$ cat config.mk
export PLATFORM = sky130hd
export DESIGN_NAME = copro_host
export DESIGN_NICKNAME = d
export VERILOG_FILES = /design/src/rtl/copro_host.sv
export SDC_FILE = /design/constraint.sdc
export NUM_CORES = 1
export LEC_CHECK = 0
export ABC_AREA = 1
export CAP_MARGIN = 15
export CORE_MARGIN = 8
export CORE_UTILIZATION = 45
export DETAILED_ROUTE_END_ITERATION = 16
export PLACE_DENSITY = 0.92
export SLEW_MARGIN = 30
export SYNTH_ARGS = -nofsm -noshare
export SYNTH_HDL_FRONTEND = slang
export SYNTH_SLANG_ARGS = --single-unit
$ cat constraint.sdc
create_clock -name ck -period 2 [get_ports ck]
set_clock_uncertainty 0.1 [all_clocks]
set_input_delay 0.3 -clock ck [delete_from_list [all_inputs] [get_ports ck]]
set_output_delay 0.3 -clock ck [all_outputs]
set_load 0.01 [all_outputs]
$ cat src/rtl/copro_host.sv
// rtl/copro_host.sv - host sequencer for a 32x32 multiply coprocessor; COPRO_HOST_TIMEOUT_EN adds a WAIT timeout
module copro_host #(
    parameter int unsigned TIMEOUT_CYC = 1024
) (
    input  logic        ck,
    input  logic        rb,
    input  logic        req,
    input  logic [31:0] a,
    input  logic [31:0] b,
    output logic        busy,
    output logic        done,
    output logic [63:0] prod,
    output logic        err,
    output logic        start,
    input  logic        ready,
    output logic        dpsh,
    output logic        dpop,
    output logic [31:0] dinp,
    input  logic [31:0] dout
);

    typedef enum logic [2:0] {
        S_IDLE, S_PUSH_A, S_PUSH_B, S_GO, S_WAIT, S_POP_HI, S_POP_LO, S_DONE
    } state_t;

    state_t      state;
    logic        ready_q;
    logic [31:0] b_q;

`ifdef COPRO_HOST_TIMEOUT_EN
    logic [31:0] wait_cnt;
`else
    assign err = 1'b0;
`endif

    // Outputs are registered for the state being entered, so each strobe lines up with its state.
    always_ff @(posedge ck or negedge rb) begin
        if (!rb) begin
            state    <= S_IDLE;
            ready_q  <= 1'b0;
            b_q      <= '0;
            busy     <= 1'b0;
            done     <= 1'b0;
            start    <= 1'b0;
            dpsh     <= 1'b0;
            dpop     <= 1'b0;
            dinp     <= '0;
            prod     <= '0;
`ifdef COPRO_HOST_TIMEOUT_EN
            err      <= 1'b0;
            wait_cnt <= '0;
`endif
        end else begin
            ready_q <= ready;
            busy    <= 1'b1;
            done    <= 1'b0;
            start   <= 1'b0;
            dpsh    <= 1'b0;
            dpop    <= 1'b0;
            dinp    <= '0;
`ifdef COPRO_HOST_TIMEOUT_EN
            err     <= 1'b0;
`endif
            case (state)
                S_IDLE: begin
                    if (req) begin
                        state <= S_PUSH_A;
                        b_q   <= b;
                        dpsh  <= 1'b1;
                        dinp  <= a;
                    end else begin
                        busy  <= 1'b0;
                    end
                end
                S_PUSH_A: begin
                    state <= S_PUSH_B;
                    dpsh  <= 1'b1;
                    dinp  <= b_q;
                end
                S_PUSH_B: begin
                    state <= S_GO;
                    start <= 1'b1;
                end
                S_GO: begin
                    state <= S_WAIT;
`ifdef COPRO_HOST_TIMEOUT_EN
                    wait_cnt <= '0;
`endif
                end
                S_WAIT: begin
                    // Only a fresh rising edge of ready counts; a level left over from before is ignored.
                    if (ready && !ready_q) begin
                        state <= S_POP_HI;
                        dpop  <= 1'b1;
                    end
`ifdef COPRO_HOST_TIMEOUT_EN
                    else if (wait_cnt == TIMEOUT_CYC - 1) begin
                        state <= S_DONE;
                        done  <= 1'b1;
                        err   <= 1'b1;
                    end else begin
                        wait_cnt <= wait_cnt + 32'd1;
                    end
`endif
                end
                S_POP_HI: begin
                    state       <= S_POP_LO;
                    prod[63:32] <= dout;
                    dpop        <= 1'b1;
                end
                S_POP_LO: begin
                    state      <= S_DONE;
                    prod[31:0] <= dout;
                    done       <= 1'b1;
                end
                S_DONE: begin
                    state <= S_IDLE;
                    busy  <= 1'b0;
                end
                default: begin
                    state <= S_IDLE;
                    busy  <= 1'b0;
                end
            endcase
        end
    end

endmodule

## Word level (Yosys, flattened, before mapping)

Index checks and enable logic that the tools add are counted.

| word-level totals | value |
|---|---|
| register bits | 137 |
| output and inout port bits | 102 |

| cells by class | value |
|---|---|
| equal/unequal tests | 9 |
| multiplexer cells | 12 |
| reduce and logical (&&, ||, !) cells | 5 |

Operators by type and width:

| operator | count |
|---|---|
| $pmux 32 s2 | 1 |
| $mux 32 | 1 |
| $pmux 3 s8 | 1 |
| $eq 3x3->1 const B | 4 |
| $eq 3x2->1 const B | 2 |
| $mux 3 | 2 |
| $pmux 1 s2 | 3 |
| $mux 1 | 4 |
| $ne 2x2->1 const B | 2 |
| $reduce_and 2->1 | 2 |
| $eq 3x1->1 const B | 1 |
| $logic_not 3->1 | 1 |
| $logic_and 1x1->1 | 1 |
| $logic_not 1->1 | 1 |

## Longest topological paths before layout

| depth | value |
|---|---|
| depth after elaboration | 4 |
| gate-level depth with buffers | 9 |

## Worst setup path before layout

OpenSTA, ideal clock, no wires.

| timing | value |
|---|---|
| path type | flip-flop to flip-flop |
| start point | register state[1] |
| end point | register prod[36] |
| setup time | 0.130 ns |
| data arrival time | 1.215 ns |
| slack | 0.555 ns |
| cell stages (with the launch flop) | 9 |
| buffers on the path | 3 |
| period minus slack after synthesis | 1.445 ns |
| cell sequence | dfrtp_1 inv_1 ha_1 buf_2 nand2_1 buf_6 buf_4 nand2_1 o21ai_0 |

| on the way | value |
|---|---|
| cells in the longest elaborated chain, start to end | 1 |

Ends and longest elaborated chain:

| item | RTL line | source |
|---|---|---|
| start: declaration | 26 | `state_t state;` |
| start signal: assignment | 39 | `state <= S_IDLE;` |
| start signal: assignment | 67 | `state <= S_PUSH_A;` |
| start signal: assignment | 76 | `state <= S_PUSH_B;` |
| $eq 3x3->1 | 64 | `case (state)` |
| end signal: assignment | 108 | `prod[63:32] <= dout;` |
| end: declaration | 12 | `output logic [63:0] prod,` |

Every way passes these cells.
A chain may end at the register's enable or synchronous reset.

## Worst setup path in the final report

| timing | value |
|---|---|
| start point | register state[0] |
| end point | register b_q[23] |

| on the way | value |
|---|---|
| cells in the longest elaborated chain, start to end | 2 |

Ends and longest elaborated chain:

| item | RTL line | source |
|---|---|---|
| $logic_not 3->1 | 64 |  |
| $reduce_and 2->1 (no line) | - |  |
| end signal: assignment | 41 | `b_q <= '0;` |
| end signal: assignment | 68 | `b_q <= b;` |
| end: declaration | 28 | `logic [31:0] b_q;` |

Every way passes these cells.

==> metrics.cfg <==
[setup_path]
cp.buffers_inverters=2
crit_type=flip-flop to flip-flop
cpPeakStageDelay_ns=0.46
crit_arrival_ns=1.95
cp.required_ns=2.23
path_max_fanout=47
path_cells=inv_1, ha_1, nand3_2, buf_4, nand2_1, o21ai_1
cp-end-kind=flip-flop
start_kind=flip-flop
cpMaxStageDelayCell=buf_4
cp_top_family=buffers and inverters

[clocking]
cts_root_buffer=clkbuf_16
clock_latency_ns=0.41
cts.sinks=137
h-tree-depth=4
cts_buffers=17
ctsResizeCount=0
cts_tree=built
clk_pin_slew_worst_paths_ns=0.06
clock_path_buffers=2

[yosys]
yosysWarnings=0
synthCells=568
synth_top_area_share_pct=62.2
ys_types=18
ys_top_cells_by_area=dfrtp_1 (62%), nand2_1 (9.8%), o21ai_0 (7.4%)
synth_area_per_cell_sq_um=9.70
ys_seq_area_share_pct=62.2
yosysTopAreaCell=dfrtp_1
syn_nets=672
ys_seq_elements=137
netlist_area_sq_mm=0.00551

[final_layout]
fin_nets=868
nFillCells=863
final_area_sq_mm=0.00822
drive_gt1_share_pct=9.40
antenna_cells=0
syn2layout_area_growth_pct=49.2
layout_commonest_cell=clkdlybuf4s50_1
final_util_pct=68.7
final_cell_mix=clkdlybuf4s50_1 (199), nand2_1 (142), dfrtp_1 (137), o21ai_0 (82), inv_1 (74)

[route]
wl_per_cell_um=15.9
ant_nets=0
drt-initial-drc-count=342
vias=4443
drtPass1Iterations=4
drt-total-wl_um=14700
drc_errors=0
viasPerCell=4.81

[sta]
hold_viol=0
fmax_ghz=0.579
drv_slew=0
hold_ws_ns=0.277
rsz0062_at_grt=false
post-route-min-period_ns=1.73
finalSetupViolCount=0
slew_headroom_pct=64.4
tightest_slew_ns=0.534
fin_setup_tns_ns=0
fin_crit_sh_pct=86.4

[floorplanning]
die_y_um=127
ios=202
initial_core_util_pct=46.1
fp.dieW_um=127
core_sq_mm=0.0120
die-area_sq_mm=0.0160
rows=40

[power]
peakVddDrop_v=0.000657
p_leak_nw=3.95
powerDensity_mw_per_mm2=1540
power_w=0.0127

[placed_design]
dp_hpwl_um=10800
dpl-instance-area_sq_mm=0.00760
place.gp.congestion=0.790
port_buffers=200

[global_route]
grt_pass1_vias=4669
grt_usage_pct=18.7
grt_overflow=0
antenna_found_initial=0
grt_pass1_wl_um=23700
grt_max_degree=59

[worst_hold_path]
hp-class=input port to flip-flop

[job]
maxCapViolCount=0

[outcome]
status=finished clean

## path summary, 6_finish.rpt
check	from	endpoint	slack, ns	cells past startpoint
worst min register to register	prod[3]$_DFFE_PN0P_	prod[3]$_DFFE_PN0P_	0.38	2
worst min-delay path	ready	ready_q$_DFF_PN0_	0.28	1
max in group asynchronous	rb	dinp[19]$_DFF_PN0_	0.90	3
worst max register to register	state[0]$_DFFE_PN0P_	b_q[23]$_DFFE_PN0P_	0.27	6
min in group asynchronous	rb	prod[44]$_DFFE_PN0N_	0.32	2
worst max-delay path	state[0]$_DFFE_PN0P_	b_q[23]$_DFFE_PN0P_	0.27	6
## Yosys cell counts
cell      instances
nand3_2           1
o21ai_0          82
clkbuf_2          1
dfrtp_1         137
ha_1              4
conb_1            1
buf_6            11
a21oi_1           3
inv_1            74
nand3_1          34
o21ai_1          25
nand2_1         144
clkbuf_1          9
buf_2             9
o21ai_2          23
nor2_1            2
inv_6             1
buf_4             7
## logic make-up (layout without fill, tap and decap cells)
family                   Yosys count  in the layout  synth area share [%]
flip-flops                       137            137                  62.2
adder cells (fa/ha/maj)            4              4                 0.909
other                              1              1                0.0681
AND/OR/NAND/NOR                  181            181                  13.2
buffers and inverters            112            321                  9.92
AO/OA/AOI/OAI                    133            133                  13.6
## per-layer routing
metal / vias to the layer above / track usage [%] / part of all wire, %
met5: - / 0 / 0
met4: 0 / 6.44 / 1.3
met3: 15 / 8.00 / 9.7
met2: 166 / 31.0 / 49
met1: 2086 / 21.2 / 40
li1: 2176 / - / -
## cell type report
class	instances	area (sq um)	area share [%]
well taps	147	184	2.24
flip-flops and latches	137	3430	41.7
repair buffers	214	2170	26.4
inverters	75	287	3.49
multi-input cells	319	1540	18.7
clock buffers	18	439	5.34
clock inverters	14	169	2.06
## flip-flops by register name (all words and copies together) (netlist names)
signal and flops:
b_q 32, busy 1, done 1, state 3, prod 64, dinp 32
start 1, ready_q 1, dpsh 1, dpop 1
## stage by stage
step / std cells / setup WS [ns]
finish: 924 / 0.272
CTS: 924 / 0.243
floorplan: 568 / 0.555
global route: 924 / 0.138
global placement: 891 / 0.259
detailed placement: 891 / 0.195
## report_power, final
group	switching (W)	leakage, nW	total [W]	internal [W]
clock network	0.00118	0.297	0.00319	0.00200
registers	0.000615	1.73	0.00462	0.00400
logic	0.00241	1.93	0.00489	0.00248
## timing repair
item,CTS,global route
endpoints found under the hold margin,46,0
setup endpoints to repair,0,0
setup buffers,0,0
hold buffers,1,0
(Power assumes the default switching activity.)
